### config.mk
export PLATFORM = sky130hd
export DESIGN_NAME = mul_batch_sequencer
export DESIGN_NICKNAME = d
export VERILOG_FILES = /design/src/rtl/mul_batch_sequencer.sv
export SDC_FILE = /design/constraint.sdc
export NUM_CORES = 1
export LEC_CHECK = 0
export BUFFER_PORTS_ARGS = -buffer_cell sky130_fd_sc_hd__buf_4
export CELL_PAD_IN_SITES_DETAIL_PLACEMENT = 0
export CELL_PAD_IN_SITES_GLOBAL_PLACEMENT = 1
export CORE_AREA = 3 3 444 446
export DETAILED_ROUTE_END_ITERATION = 10
export DIE_AREA = 0 0 447 449
export MAX_ROUTING_LAYER = met4
export PLACE_DENSITY = 0.51
export SKIP_CTS_REPAIR_TIMING = 1
export SYNTH_ARGS = -nofsm -noshare
export SYNTH_HDL_FRONTEND = slang
export SYNTH_SLANG_ARGS = --single-unit
### constraint.sdc
create_clock -name clk -period 4.6 [get_ports clk]
set_clock_uncertainty 0.05 [all_clocks]
set_input_delay 0.92 -clock clk [delete_from_list [all_inputs] [get_ports clk]]
set_output_delay 0.92 -clock clk [all_outputs]
set_load 0.01 [all_outputs]
### src/rtl/mul_batch_sequencer.sv
`default_nettype none
// ============================================================================
//  Module      : mul_batch_sequencer
//  Description : Unpacks a 512-bit line of operand pairs, issues one pair per
//                cycle into a pipelined multiplier, tracks in-flight products
//                with a tag shift register and returns the packed products as
//                one 512-bit line over a valid/ready handshake.
//                Optional macro MUL_SEQ_CHECKSUM_EN places the XOR of all
//                returned products in out_line[511:480].
//  Revision    : 1.0 - initial release
// ============================================================================
module mul_batch_sequencer #(
    parameter int DATA_LEN       = 32,
    parameter int PIPELINE_STAGE = 2,
    parameter int NUM_PAIRS      = 8,
    parameter int CNT_W          = $clog2(NUM_PAIRS + 1)
) (
    input  wire logic                clk,
    input  wire logic                reset,
    input  wire logic                in_valid,
    output logic                     in_ready,
    input  wire logic [511:0]        in_line,
    input  wire logic [CNT_W-1:0]    in_count,
    output logic [DATA_LEN-1:0]      mul_a,
    output logic [DATA_LEN-1:0]      mul_b,
    input  wire logic [DATA_LEN-1:0] mul_result,
    output logic                     out_valid,
    input  wire logic                out_ready,
    output logic [511:0]             out_line,
    output logic [CNT_W-1:0]         out_count,
    output logic                     out_overflow,
    output logic                     busy
);

    localparam int         c_IDX_W  = (NUM_PAIRS > 1) ? $clog2(NUM_PAIRS) : 1;
    localparam int         c_OP_W   = 2 * NUM_PAIRS * DATA_LEN;
    localparam logic [1:0] c_IDLE   = 2'd0;
    localparam logic [1:0] c_ISSUE  = 2'd1;
    localparam logic [1:0] c_DRAIN  = 2'd2;
    localparam logic [1:0] c_OUTPUT = 2'd3;

    generate
        if (c_OP_W > 512) begin : g_fit_check
            $error("mul_batch_sequencer: 2*NUM_PAIRS*DATA_LEN exceeds 512");
        end
        if (PIPELINE_STAGE < 1) begin : g_stage_check
            $error("mul_batch_sequencer: PIPELINE_STAGE must be >= 1");
        end
    endgenerate

    logic [1:0]          r_state;
    logic [1:0]          w_state_nxt;
    logic [c_OP_W-1:0]   r_line;
    logic [CNT_W-1:0]    r_n;
    logic                r_overflow;
    logic [DATA_LEN-1:0] r_result [NUM_PAIRS];
    logic [c_IDX_W-1:0]  r_issue_idx;
    logic                r_tag_valid [PIPELINE_STAGE];
    logic [c_IDX_W-1:0]  r_tag_idx   [PIPELINE_STAGE];
    logic [DATA_LEN-1:0] w_op_a [NUM_PAIRS];
    logic [DATA_LEN-1:0] w_op_b [NUM_PAIRS];
    logic                w_accept;
    logic                w_issue;
    logic [CNT_W-1:0]    w_count_clamped;
    logic [CNT_W-1:0]    w_n_minus1;
    logic [c_IDX_W-1:0]  w_last_idx;
    logic                w_tag_out_valid;
    logic [c_IDX_W-1:0]  w_tag_out_idx;

    // Split the captured line into per-pair operand views
    generate
        for (genvar gi = 0; gi < NUM_PAIRS; gi++) begin : g_unpack
            assign w_op_a[gi] = r_line[(2*gi)*DATA_LEN   +: DATA_LEN];
            assign w_op_b[gi] = r_line[(2*gi+1)*DATA_LEN +: DATA_LEN];
        end
        if (c_OP_W < 512) begin : g_unused_upper
            logic w_unused_upper;
            assign w_unused_upper = ^in_line[511:c_OP_W];
        end
    endgenerate

    assign w_count_clamped = (in_count > CNT_W'(NUM_PAIRS)) ? CNT_W'(NUM_PAIRS) : in_count;
    assign w_n_minus1      = r_n - CNT_W'(1);
    assign w_last_idx      = w_n_minus1[c_IDX_W-1:0];
    assign w_tag_out_valid = r_tag_valid[PIPELINE_STAGE-1];
    assign w_tag_out_idx   = r_tag_idx[PIPELINE_STAGE-1];
    assign w_accept        = in_valid && in_ready;

    // State register
    always_ff @(posedge clk) begin
        if (reset) r_state <= c_IDLE;
        else       r_state <= w_state_nxt;
    end

    // Next-state and handshake outputs
    always_comb begin
        w_state_nxt = r_state;
        in_ready    = 1'b0;
        out_valid   = 1'b0;
        busy        = 1'b1;
        w_issue     = 1'b0;
        case (r_state)
            c_IDLE: begin
                in_ready = 1'b1;
                busy     = 1'b0;
                if (in_valid)
                    w_state_nxt = (w_count_clamped == '0) ? c_OUTPUT : c_ISSUE;
            end
            c_ISSUE: begin
                w_issue = 1'b1;
                if (r_issue_idx == w_last_idx) w_state_nxt = c_DRAIN;
            end
            c_DRAIN: begin
                if (w_tag_out_valid && (w_tag_out_idx == w_last_idx)) w_state_nxt = c_OUTPUT;
            end
            c_OUTPUT: begin
                out_valid = 1'b1;
                if (out_ready) w_state_nxt = c_IDLE;
            end
            default: w_state_nxt = c_IDLE;
        endcase
    end

    // Operands are only presented while issuing; zero otherwise
    assign mul_a = w_issue ? w_op_a[r_issue_idx] : '0;
    assign mul_b = w_issue ? w_op_b[r_issue_idx] : '0;

    // Capture the accepted line, its clamped pair count and overflow flag
    always_ff @(posedge clk) begin
        if (reset) begin
            r_line     <= '0;
            r_n        <= '0;
            r_overflow <= 1'b0;
        end else if (w_accept) begin
            r_line     <= in_line[c_OP_W-1:0];
            r_n        <= w_count_clamped;
            r_overflow <= (in_count > CNT_W'(NUM_PAIRS));
        end
    end

    // Issue pointer walks pairs 0..N-1
    always_ff @(posedge clk) begin
        if (reset || w_accept) r_issue_idx <= '0;
        else if (w_issue)      r_issue_idx <= r_issue_idx + c_IDX_W'(1);
    end

    // Tag shift register mirrors the multiplier latency
    always_ff @(posedge clk) begin
        if (reset) begin
            for (int i = 0; i < PIPELINE_STAGE; i++) begin
                r_tag_valid[i] <= 1'b0;
                r_tag_idx[i]   <= '0;
            end
        end else begin
            r_tag_valid[0] <= w_issue;
            r_tag_idx[0]   <= w_issue ? r_issue_idx : '0;
            for (int i = 1; i < PIPELINE_STAGE; i++) begin
                r_tag_valid[i] <= r_tag_valid[i-1];
                r_tag_idx[i]   <= r_tag_idx[i-1];
            end
        end
    end

    // Store each product at the slot named by its emerging tag
    always_ff @(posedge clk) begin
        if (reset || w_accept) begin
            for (int i = 0; i < NUM_PAIRS; i++) r_result[i] <= '0;
        end else if (w_tag_out_valid) begin
            r_result[w_tag_out_idx] <= mul_result;
        end
    end

    // Pack results; unfilled slots are already zero
    always_comb begin
        out_line = '0;
        for (int i = 0; i < NUM_PAIRS; i++) out_line[i*DATA_LEN +: DATA_LEN] = r_result[i];
`ifdef MUL_SEQ_CHECKSUM_EN
        out_line[511 -: 32] = '0;
        for (int i = 0; i < NUM_PAIRS; i++) out_line[511 -: 32] = out_line[511 -: 32] ^ 32'(r_result[i]);
`endif
    end

`ifdef MUL_SEQ_CHECKSUM_EN
    generate
        if (NUM_PAIRS * DATA_LEN > 480) begin : g_csum_fit_check
            $error("mul_batch_sequencer: checksum needs NUM_PAIRS*DATA_LEN <= 480");
        end
    endgenerate
`endif

    assign out_count    = r_n;
    assign out_overflow = r_overflow;

endmodule
`default_nettype wire

==> flow_metrics.py <==
metrics = {
    "outcome": {
        "outcome": "completed",
    },
    "global_route": {
        "grt_pass1_wl_microns": 192200,
        "antenna_found_initial": 23,
        "grt_use_total": 0.1346,
        "grt_max_degree": 205,
        "grt_pass1_vias": 26310,
        "grt_overflow": 0,
    },
    "layout": {
        "mostFrequentLayoutCell": "nand2_1",
        "mostFrequentLayoutCells": "nand2_1, buf_4, dfxtp_1",
        "stdcell_count": 6824,
        "fin_nets": 4771,
        "drive_gt1_frac": 0.2882,
        "post-route-util": 0.2364,
        "syn_to_final_growth_pct": 34.90,
        "fin_area_sq_mm": 0.04562,
    },
    "setup_path": {
        "path_buf_inv": 2,
        "crit_required_ns": 3.63,
        "crit_path_max_fanout": 36,
        "slowest_stage": "dfxtp_4",
        "worst-endpoint-arrival_ns": 2.96,
        "cp_top_family": "multiplexers",
        "endpoint_kind": "output pin",
        "critPathMaxStageDelay_ns": 0.73,
        "path_class": "flop to output pin",
        "worstSetupStartpointType": "flop",
        "critical_path.cell_chain": "buf_12 -> mux4_2 -> mux2i_1 -> nor2b_1 -> buf_4",
    },
    "pwr": {
        "power_density_mw_per_mm2": 493.2,
        "peakVddDrop_mv": 0.2442,
        "power_frac_seq": 0.403,
        "p_int_mw": 15.36,
        "combPwrFrac": 0.248,
        "fin_total_pwr_mw": 22.50,
        "p_leak_nw": 18.12,
        "swShare": 0.3174,
        "clkPwrFrac": 0.349,
        "p_switching_mw": 7.142,
    },
    "logic_synthesis": {
        "synth_edf_count": 256,
        "synthDistinctLibCells": 38,
        "ys_ff_latch": 786,
        "ys_seq_area_frac": 0.5410,
        "synth_area_per_cell_sq_um": 9.894,
        "netlist_area_sq_mm": 0.03382,
        "synth_warnings": 0,
        "ys.flop_type": "dfxtp_1",
        "netlist_instances": 3418,
        "ys_async_sr_fraction": 0,
    },
    "floorplan": {
        "die_area_sq_mm": 0.2007,
        "fp.coreArea_sq_mm": 0.1930,
        "rows": 161,
        "initial_utilization": 0.1752,
        "die_h_microns": 449,
        "die_w_microns": 447,
        "ios": 1136,
    },
    "sta": {
        "timing.fmax_mhz": 254.2,
        "tns_ns": 0,
        "tightest_slew_ns": 1.157,
        "period_share": 0.8551,
        "rsz0062_at_grt": "false",
        "hold_viol_final": 0,
        "min_period_ns": 3.933,
        "fin_ws_ns": 0.6667,
        "maxSlewViolCount": 0,
        "finalSetupViolations": 0,
        "slew_headroom": 0.2286,
        "hold_ws_ns": 0.3561,
    },
    "clock_network": {
        "clk_root_buffer_cell": "clkbuf_16",
        "cts_sinks": 786,
        "cts_buffers": 97,
        "clk_pin_slew_worst_paths_ns": 0.07,
        "clockBufferDepth": 3,
        "cts_tree": "built",
        "clock_latency_ns": 0.72,
        "htree_levels": 3,
    },
    "drt": {
        "drtAntennaViolNets": 0,
        "firstDrtPassIters": 5,
        "drt_iter0_markers": 1400,
        "post_drt_wl_per_cell_microns": 20.20,
        "wirelength_microns": 137800,
        "vias": 26260,
        "vias_per_cell": 3.848,
        "drc": 0,
    },
    "hold_path": {
        "hold_class": "flop to flop",
    },
    "placement": {
        "io_buffer_count": 879,
        "dp_slack_ns": 1.258,
        "gp_congestion": 0.7956,
        "hpwl_microns": 100700,
        "dpl.cell_count": 6639,
        "place_area_sq_mm": 0.04235,
    },
    "job": {
        "maxCapViolCount": 0,
    },
}
-- path summary, 6_finish.rpt --
path                         from              end  slack [ns]  depth (start not counted)
hold / removal    r_tag_idx[0][1]  r_tag_idx[0][4]        0.36                          1
setup reg to reg       r_state[0]  r_result[1][27]        1.58                          6
hold reg to reg   r_tag_idx[0][1]  r_tag_idx[0][4]        0.36                          1
setup / recovery   r_issue_idx[0]         mul_a[7]        0.67                          5
-- routing by layer --
layer / routed length, microns / part of all wire / global-route usage / vias up
met2: 70940 / 0.51 / 0.2341 / 766
met3: 8107 / 0.059 / 0.03222 / 153
met5: 0 / 0 / - / -
met1: 56080 / 0.41 / 0.1559 / 12820
li1: - / - / - / 12510
met4: 2701 / 0.020 / 0.03053 / 0
-- final cells by class --
type / instances / area, sq um
timing repair buffer: 939 / 7269
multi-input combinational: 2382 / 13590
clock buffer: 143 / 2834
inverter: 6 / 22.52
fill: 21060 / 147400
clock inverter: 33 / 412.9
tap: 2526 / 3161
sequential: 786 / 18310
antenna: 9 / 22.52
-- cell families after synthesis --
| family | count (synthesis) | synth area share |
|---|---|---|
| other | 1 | 0.0001109 |
| DFF | 786 | 0.5410 |
| muxes | 195 | 0.1052 |
| adders and majority gates | 7 | 0.002590 |
| buffers and inverters | 505 | 0.08905 |
| and+or+nand+nor | 1387 | 0.1800 |
| xor gates and xnor gates | 8 | 0.002886 |
| AOI/OAI and AO/OA | 529 | 0.07910 |
-- worst register-to-register path, cell delays in order (launching register included) --
cell and delay, ns:
dfxtp_1 0.40, inv_1 0.11, ha_1 0.32, a21oi_4 0.42
nand3_2 0.36, nor3_4 0.22, nand2b_2 0.71
-- power by group through the flow --
stage / registers [mW] / clock network [mW] / logic (mW)
after floorplan: 9.14 / 0 / 3.27
after global placement: 9.21 / 0 / 5.71
after detailed placement: 9.23 / 0 / 5.74
final: 9.07 / 7.85 / 5.58
after CTS: 9.09 / 8.14 / 5.74
after global routing: 9.21 / 8.40 / 6.17
-- cell usage after synthesis, types with 2 or more instances --
library cell  instances  area [sq um]
buf_1                19         71.32
mux2i_1              66         660.6
inv_1                 6         22.52
nor3_1                3         15.01
edfxtp_1            256          7687
nand2b_1              4         25.02
mux4_2              128          2883
nor2_1               11         41.29
xnor3_1               2         45.04
nand2_1            1030          3866
and2_1              260          1627
clkbuf_2              2         10.01
ha_1                  7         87.58
clkbuf_1            161         604.3
buf_4               284          2132
a21oi_1             517          2587
nor3_2                2         20.02
nor3b_1               3         22.52
dfxtp_1             530         10610
o21ai_0               6         30.03
xor2_1                5         43.79
buf_2                32         160.2
nor2b_1              69         431.7
-- state kept, by name (all words and copies together) (netlist names) --
| signal | flops |
|---|---|
| r_state | 2 |
| out_overflow | 1 |
| r_line | 512 |
| r_tag_idx | 6 |
| r_result | 256 |
| r_issue_idx | 3 |
| r_tag_valid | 2 |
| out_count | 4 |
(Power assumes the default switching activity.)
